--- src/rtl/cw_merge_pkg.sv ---
// rtl/cw_merge_pkg.sv - shared types and default sizes for the CW stream merge
package cw_merge_pkg;

  localparam int DEF_DATA_WIDTH      = 16;
  localparam int DEF_FIFO_ADDR_WIDTH = 6;
  localparam int DEF_COUNT_WIDTH     = 16;

  typedef enum logic [1:0] {
    IDLE,
    SEND_LOCAL,
    SEND_FWD
  } arb_state_t;

  typedef enum logic {
    LOCAL,
    FWD
  } src_t;

  typedef enum logic [1:0] {
    MODE_SYNC,
    MODE_NORMAL,
    MODE_DROP
  } in_mode_t;

endpackage

--- src/rtl/cw_packet_fifo.sv ---
// rtl/cw_packet_fifo.sv - packet FIFO with whole-packet commit/drop and FWFT read port
// Drop counter present only when CW_MERGE_DROP_COUNT_EN is defined.
module cw_packet_fifo
  import cw_merge_pkg::*;
#(
  parameter int DATA_WIDTH      = DEF_DATA_WIDTH,
  parameter int FIFO_ADDR_WIDTH = DEF_FIFO_ADDR_WIDTH,
  parameter int COUNT_WIDTH     = DEF_COUNT_WIDTH
) (
  input  logic                   clk,
  input  logic                   rst,
  input  logic [DATA_WIDTH-1:0]  i_tdata,
  input  logic                   i_tvalid,
  input  logic                   i_tlast,
  input  logic                   i_pop,
  output logic [DATA_WIDTH-1:0]  o_tdata,
  output logic                   o_tlast,
  output logic                   o_pkt_avail,
  output logic [COUNT_WIDTH-1:0] o_drop_count
);

  localparam int DEPTH = 1 << FIFO_ADDR_WIDTH;
  localparam int PW    = FIFO_ADDR_WIDTH + 1;
  localparam logic [PW-1:0] PTR_ONE = {{(PW-1){1'b0}}, 1'b1};

  logic [DATA_WIDTH:0] r_mem [DEPTH];
  logic [PW-1:0]       r_wr;
  logic [PW-1:0]       r_commit;
  logic [PW-1:0]       r_rd;
  logic [PW-1:0]       r_pkt_count;
  logic [DATA_WIDTH:0] r_rd_q;
  in_mode_t            r_mode;

  logic [PW-1:0] w_used;
  logic          w_full;
  logic          w_accept;
  logic          w_overflow;
  logic          w_commit;
  logic          w_pkt_done;
  logic [PW-1:0] w_rd_next;

  assign w_used     = r_wr - r_rd;
  assign w_full     = (w_used == PW'(DEPTH));
  assign w_accept   = i_tvalid && (r_mode == MODE_NORMAL) && !w_full;
  assign w_overflow = i_tvalid && (r_mode == MODE_NORMAL) && w_full;
  assign w_commit   = w_accept && i_tlast;
  assign w_pkt_done = i_pop && r_rd_q[DATA_WIDTH];
  assign w_rd_next  = i_pop ? (r_rd + PTR_ONE) : r_rd;

  always_ff @(posedge clk or posedge rst) begin
    if (rst) begin
      r_wr     <= '0;
      r_commit <= '0;
      r_mode   <= MODE_SYNC;
    end else begin
      case (r_mode)
        MODE_SYNC: begin
          if (i_tvalid && i_tlast) r_mode <= MODE_NORMAL;
        end
        MODE_NORMAL: begin
          if (w_overflow) begin
            // Rewind discards the partial packet; a tlast overflow finishes the drop at once.
            r_wr <= r_commit;
            if (!i_tlast) r_mode <= MODE_DROP;
          end else if (w_accept) begin
            r_wr <= r_wr + PTR_ONE;
            if (i_tlast) r_commit <= r_wr + PTR_ONE;
          end
        end
        MODE_DROP: begin
          if (i_tvalid && i_tlast) r_mode <= MODE_NORMAL;
        end
        default: r_mode <= MODE_SYNC;
      endcase
    end
  end

  always_ff @(posedge clk) begin
    if (w_accept) r_mem[r_wr[FIFO_ADDR_WIDTH-1:0]] <= {i_tlast, i_tdata};
  end

  // Prefetch reloads every cycle so a word committed while idle is valid by grant time.
  always_ff @(posedge clk or posedge rst) begin
    if (rst) begin
      r_rd   <= '0;
      r_rd_q <= '0;
    end else begin
      r_rd   <= w_rd_next;
      r_rd_q <= r_mem[w_rd_next[FIFO_ADDR_WIDTH-1:0]];
    end
  end

  always_ff @(posedge clk or posedge rst) begin
    if (rst) begin
      r_pkt_count <= '0;
    end else if (w_commit && !w_pkt_done) begin
      r_pkt_count <= r_pkt_count + PTR_ONE;
    end else if (!w_commit && w_pkt_done) begin
      r_pkt_count <= r_pkt_count - PTR_ONE;
    end
  end

  assign o_tdata     = r_rd_q[DATA_WIDTH-1:0];
  assign o_tlast     = r_rd_q[DATA_WIDTH];
  assign o_pkt_avail = (r_pkt_count != '0);

`ifdef CW_MERGE_DROP_COUNT_EN
  logic [COUNT_WIDTH-1:0] r_drop_count;

  always_ff @(posedge clk or posedge rst) begin
    if (rst) begin
      r_drop_count <= '0;
    end else if (w_overflow && (r_drop_count != '1)) begin
      r_drop_count <= r_drop_count + {{(COUNT_WIDTH-1){1'b0}}, 1'b1};
    end
  end

  assign o_drop_count = r_drop_count;
`else
  assign o_drop_count = '0;
`endif

endmodule

--- src/rtl/cw_stream_merge.sv ---
// rtl/cw_stream_merge.sv - merges CW local and forwarded streams into the Aurora A stream
// Drop counters are built only when CW_MERGE_DROP_COUNT_EN is defined.
module cw_stream_merge
  import cw_merge_pkg::*;
#(
  parameter int DATA_WIDTH      = DEF_DATA_WIDTH,
  parameter int FIFO_ADDR_WIDTH = DEF_FIFO_ADDR_WIDTH,
  parameter int COUNT_WIDTH     = DEF_COUNT_WIDTH
) (
  input  logic                   clk,
  input  logic                   rst,
  input  logic [DATA_WIDTH-1:0]  local_tdata,
  input  logic                   local_tvalid,
  input  logic                   local_tlast,
  input  logic [DATA_WIDTH-1:0]  fwd_tdata,
  input  logic                   fwd_tvalid,
  input  logic                   fwd_tlast,
  output logic [DATA_WIDTH-1:0]  m_tdata,
  output logic                   m_tvalid,
  output logic                   m_tlast,
  input  logic                   m_tready,
  output logic [COUNT_WIDTH-1:0] local_drop_count,
  output logic [COUNT_WIDTH-1:0] fwd_drop_count
);

  arb_state_t r_state;
  arb_state_t w_state_next;
  src_t       r_last_grant;
  src_t       w_last_grant_next;

  logic [DATA_WIDTH-1:0] w_local_data;
  logic                  w_local_last;
  logic                  w_local_avail;
  logic                  w_local_pop;
  logic [DATA_WIDTH-1:0] w_fwd_data;
  logic                  w_fwd_last;
  logic                  w_fwd_avail;
  logic                  w_fwd_pop;

  cw_packet_fifo #(
    .DATA_WIDTH     (DATA_WIDTH),
    .FIFO_ADDR_WIDTH(FIFO_ADDR_WIDTH),
    .COUNT_WIDTH    (COUNT_WIDTH)
  ) u_local_fifo (
    .clk         (clk),
    .rst         (rst),
    .i_tdata     (local_tdata),
    .i_tvalid    (local_tvalid),
    .i_tlast     (local_tlast),
    .i_pop       (w_local_pop),
    .o_tdata     (w_local_data),
    .o_tlast     (w_local_last),
    .o_pkt_avail (w_local_avail),
    .o_drop_count(local_drop_count)
  );

  cw_packet_fifo #(
    .DATA_WIDTH     (DATA_WIDTH),
    .FIFO_ADDR_WIDTH(FIFO_ADDR_WIDTH),
    .COUNT_WIDTH    (COUNT_WIDTH)
  ) u_fwd_fifo (
    .clk         (clk),
    .rst         (rst),
    .i_tdata     (fwd_tdata),
    .i_tvalid    (fwd_tvalid),
    .i_tlast     (fwd_tlast),
    .i_pop       (w_fwd_pop),
    .o_tdata     (w_fwd_data),
    .o_tlast     (w_fwd_last),
    .o_pkt_avail (w_fwd_avail),
    .o_drop_count(fwd_drop_count)
  );

  always_ff @(posedge clk or posedge rst) begin
    if (rst) begin
      r_state      <= IDLE;
      r_last_grant <= FWD;
    end else begin
      r_state      <= w_state_next;
      r_last_grant <= w_last_grant_next;
    end
  end

  always_comb begin
    w_state_next      = r_state;
    w_last_grant_next = r_last_grant;
    m_tvalid          = 1'b0;
    m_tlast           = 1'b0;
    m_tdata           = '0;
    w_local_pop       = 1'b0;
    w_fwd_pop         = 1'b0;
    case (r_state)
      IDLE: begin
        // On a tie the source that did not win last time goes first.
        if (w_local_avail && (!w_fwd_avail || (r_last_grant == FWD))) begin
          w_state_next      = SEND_LOCAL;
          w_last_grant_next = LOCAL;
        end else if (w_fwd_avail) begin
          w_state_next      = SEND_FWD;
          w_last_grant_next = FWD;
        end
      end
      SEND_LOCAL: begin
        m_tvalid = 1'b1;
        m_tdata  = w_local_data;
        m_tlast  = w_local_last;
        if (m_tready) begin
          w_local_pop = 1'b1;
          if (w_local_last) w_state_next = IDLE;
        end
      end
      SEND_FWD: begin
        m_tvalid = 1'b1;
        m_tdata  = w_fwd_data;
        m_tlast  = w_fwd_last;
        if (m_tready) begin
          w_fwd_pop = 1'b1;
          if (w_fwd_last) w_state_next = IDLE;
        end
      end
      default: w_state_next = IDLE;
    endcase
  end

endmodule

--- config.mk ---
export PLATFORM = sky130hd
export DESIGN_NAME = cw_stream_merge
export DESIGN_NICKNAME = d
export VERILOG_FILES = /design/src/rtl/cw_merge_pkg.sv /design/src/rtl/cw_packet_fifo.sv /design/src/rtl/cw_stream_merge.sv
export SDC_FILE = /design/constraint.sdc
export NUM_CORES = 2
export LEC_CHECK = 0
export BUFFER_PORTS_ARGS = -buffer_cell sky130_fd_sc_hd__buf_2
export CELL_PAD_IN_SITES_DETAIL_PLACEMENT = 0
export CELL_PAD_IN_SITES_GLOBAL_PLACEMENT = 1
export CORE_ASPECT_RATIO = 2
export CORE_MARGIN = 1.5
export CORE_UTILIZATION = 30
export DETAILED_ROUTE_END_ITERATION = 12
export PLACE_DENSITY = 0.52
export SETUP_SLACK_MARGIN = 0.5
export SYNTH_ARGS = -nofsm -noshare
export SYNTH_HDL_FRONTEND = slang
export SYNTH_SLANG_ARGS = --single-unit
--- constraint.sdc ---
create_clock -name clk -period 5.16 [get_ports clk]
set_clock_uncertainty 0.05 [all_clocks]
set_input_delay 1.032 -clock clk [delete_from_list [all_inputs] [get_ports clk]]
set_output_delay 1.032 -clock clk [all_outputs]
set_load 0.05 [all_outputs]
==> reports/metrics.cfg <==
[power]
finalPower_uw=62000
power.density_mw_per_mm2=553
p_int_uw=38900
ir_worst_vdd_mv=0.685
p_sw_frac=0.372
clockPowerShare=0.259
p_switching_uw=23100
power_leakage_uw=0.0368
seqPwrFrac=0.354
p_comb_frac=0.387

[yosys]
synth_edf_count=2176
seq_area_frac_synth=0.690
yosysUniqueCellTypes=87
ys_seq_elements=2273
synth_flop_cell=edfxtp_1
yosysTopAreaCell=edfxtp_1
ys_warn_count=0
synth.area.top_cells=edfxtp_1, mux2i_1, mux4_2
synth_top_area_frac=0.665
synthCells=6258
avgSynthCellArea_um2=15.7
async_flop_share=0.0427
syn_area_mm2=0.0982

[placed_design]
gp_congestion=0.805
dpl.hpwl_um=177000
io_buffers=56

[cts]
h-tree-depth=4
numCtsBuffers=218
cts_hold_buf=0
clock_latency_ns=0.88
cts.sinks=2273
clk_pin_slew_ns=0.07
clockBufferDepth=4
cts_tree=built
cts-root-buf=clkbuf_16

[floorplan]
fp.dieH_um=812
core-area_mm2=0.326
die_x_um=408
boundaryPins=89
start_util=0.301
num_rows=297
dieArea_mm2=0.331

[setup_path]
critPathSlowestCell=ha_2
reg2reg_to=u_fwd_fifo.r_rd_q[0]
required_ns=4.08
crit_path_start_kind=flop
reg2reg_slack_ns=0.89
cp_cell_sequence=inv_1 -> ha_2 -> buf_4 -> a22oi_1 -> nor2b_1 -> buf_2
path_class=flop to output pin
cpPeakStageDelay_ns=0.46
worstPathMaxFanout=22
cp_data_arrival_time_ns=3.23
end_kind=output pin
reg2reg_depth=8
timing.rr.start=u_fwd_fifo.r_rd[0]

[timing]
maxSlewHeadroom=0.281
fin_tns_setup_ns=0
finalHoldViolCount=0
worstMarginPinSlew_ns=1.07
fin_crit_ns=4.31
clock.fmax_mhz=232
fin_crit_sh=0.835
rsz0062_at_grt=no
drv_slew=0
setup_viol=0

[finish]
fill_cells=31463
syn2layout_area_growth_pct=14.1
multiInputGateArea_mm2=0.0284
drive_gt1_frac=0.165
final_nets=6444
ff_latch_area_mm2=0.0678

[drt]
first_iter_violations=4619
vias=57761
wirelength_um=304000
ant_nets=0
drtPass1Iterations=6
post-route-drc-count=0
vias_per_cell=5.31
avgRoutedWirePerCell_um=27.9

[run]
drv_cap=0

[global_route]
gr-total-overflow=0
grt_max_degree=150
track_usage=0.178
grt_first_pass_wirelength_um=433000
grt_pass1_vias=57537
antenna_found_initial=12

[outcome]
status=complete, no violations

[min_path]
min_path_type=primary input to asynchronous set/reset pin

==> how the worst max path moves through the flow <==
stage                                           end  slack (ns)  cells after the start          startpoint
after detailed placement       u_fwd_fifo.r_rd_q[0]        0.63                      9            m_tready
after global placement         u_fwd_fifo.r_rd_q[7]        0.64                      9            m_tready
after global routing      u_fwd_fifo.r_pkt_count[6]        0.62                     17  u_fwd_fifo.r_rd[4]
after CTS                                m_tdata[5]        0.77                      6          r_state[0]
after floorplan           u_fwd_fifo.r_pkt_count[6]        0.63                     22  u_fwd_fifo.r_rd[1]
final                                   m_tdata[13]        0.85                      6          r_state[0]
==> state kept, by name, indices dropped and copies added, names as in the netlist, 7 cells and up <==
register,flops
u_local_fifo.r_wr,7
u_fwd_fifo.r_rd,7
u_fwd_fifo.r_pkt_count,7
u_fwd_fifo.r_commit,7
u_fwd_fifo.r_wr,7
u_local_fifo.r_mem,1088
u_fwd_fifo.r_mem,1088
u_local_fifo.r_rd,7
u_fwd_fifo.r_rd_q,17
u_local_fifo.r_commit,7
u_local_fifo.r_rd_q,17
u_local_fifo.r_pkt_count,7
==> layer usage <==
| metal | vias up | track usage | share of wire |
|---|---|---|---|
| met1 | 30508 | 0.248 | 0.45 |
| met2 | 1224 | 0.298 | 0.48 |
| met4 | 6 | 0.0451 | 0.025 |
| met3 | 365 | 0.0173 | 0.037 |
| li1 | 25658 | - | - |
| met5 | - | 0 | 0.00012 |
==> cells in the final DEF (no fill, tap or decap), types with 21 or more instances in the layout <==
cell / n
a31oi_1: 42
buf_4: 302
mux2i_1: 819
and3_1: 326
mux2_2: 55
clkbuf_1: 51
o22ai_1: 143
inv_1: 35
ha_1: 31
nor2b_1: 88
a22oi_1: 102
nand3_1: 55
conb_1: 32
nand2_1: 214
o21ai_0: 22
a32oi_1: 27
nor2_1: 87
clkinv_2: 32
buf_12: 40
edfxtp_1: 2176
nand4_1: 33
a21oi_1: 135
clkbuf_16: 222
mux4_2: 135
bufinv_16: 21
nor3_2: 32
nor2_2: 96
a211oi_1: 387
clkinv_1: 38
buf_2: 56
dfrtp_1: 94
o221ai_1: 302
==> cells in the mapped netlist (all sizes together) (5+ instances only) <==
| cell | instances |
|---|---|
| mux4 | 135 |
| nand3 | 58 |
| buf | 242 |
| a211oi | 388 |
| mux2i | 820 |
| clkbuf | 295 |
| dfrtp | 96 |
| a31oi | 44 |
| a211o | 5 |
| and2 | 8 |
| or4 | 19 |
| and3 | 326 |
| xor2 | 7 |
| a2111oi | 19 |
| edfxtp | 2176 |
| ha | 33 |
| a222oi | 16 |
| a22oi | 102 |
| o21ai | 24 |
| nand2 | 217 |
| nand2b | 5 |
| nor3 | 41 |
| or2 | 7 |
| o211ai | 6 |
| a21oi | 135 |
| mux2 | 55 |
| xnor2 | 26 |
| nand4 | 33 |
| a32oi | 27 |
| nor4 | 23 |
| nor2 | 186 |
| o2bb2ai | 17 |
| inv | 43 |
| nand3b | 6 |
| nor2b | 88 |
| or3 | 19 |
| o221ai | 302 |
| o22ai | 143 |
==> power by group through the flow <==
stage	sequential (µW)	combinational [µW]	clock (µW)
finish	22000	24000	16100
global route	22000	25600	17100
CTS	22000	24300	16600
detailed placement	22400	24300	0
global placement	22400	24300	0
floorplan	21900	15900	0
==> metrics by stage <==
stage	utilization	hold WS [ns]	setup slack [ns]	cells	cell area, µm²
6_report	0.344	0.263	0.852	10887	112000
2_1_floorplan	-	0.390	0.632	6289	98400
3_3_place_gp	0.322	0.412	0.635	10485	105000
5_1_grt	0.344	0.289	0.619	10876	112000
3_5_place_dp	0.322	0.413	0.627	10485	105000
4_1_cts	0.344	0.228	0.770	10875	112000
==> worst max-delay path: cells and delay by family, from the launching register on <==
family	cells	cell delay, ns
AO/OA/AOI/OAI	1	0.16
AND/OR/NAND/NOR	1	0.42
buffers and inverters	3	0.90
flip-flops	1	0.40
adder cells (fa/ha/maj)	1	0.46
==> kinds of logic (layout without fill, tap and decap cells) <==
kind of cell               after synthesis  count (layout)  share of synthesized area
AOI/OAI and AO/OA                     1275            1275                     0.0967
xor gates and xnor gates                33              33                    0.00348
adders and majority gates               35              35                    0.00461
buffers and inverters                  581             832                     0.0278
DFF                                   2273            2273                      0.690
muxes                                 1010            1010                      0.121
other                                    1              44                  0.0000382
and+or+nand+nor                       1050            1050                     0.0567
==> final cells by class <==
| cell class | count | share of cell area |
|---|---|---|
| timing repair buffer | 398 | 0.0299 |
| inverter | 44 | 0.00156 |
| sequential | 2273 | 0.605 |
| antenna | 12 | 0.000268 |
| multi-input combinational | 3435 | 0.253 |
| clock buffer | 282 | 0.0524 |
| clock inverter | 108 | 0.00964 |
| tap | 4335 | 0.0484 |
==> repair_timing <==
action / CTS / global route
endpoints found under the hold margin: 0 / 0
buffers inserted: 0 / 0
setup endpoints to repair: 0 / 1
gates resized for setup: 0 / 1
Power figures use the tool's default switching activity.
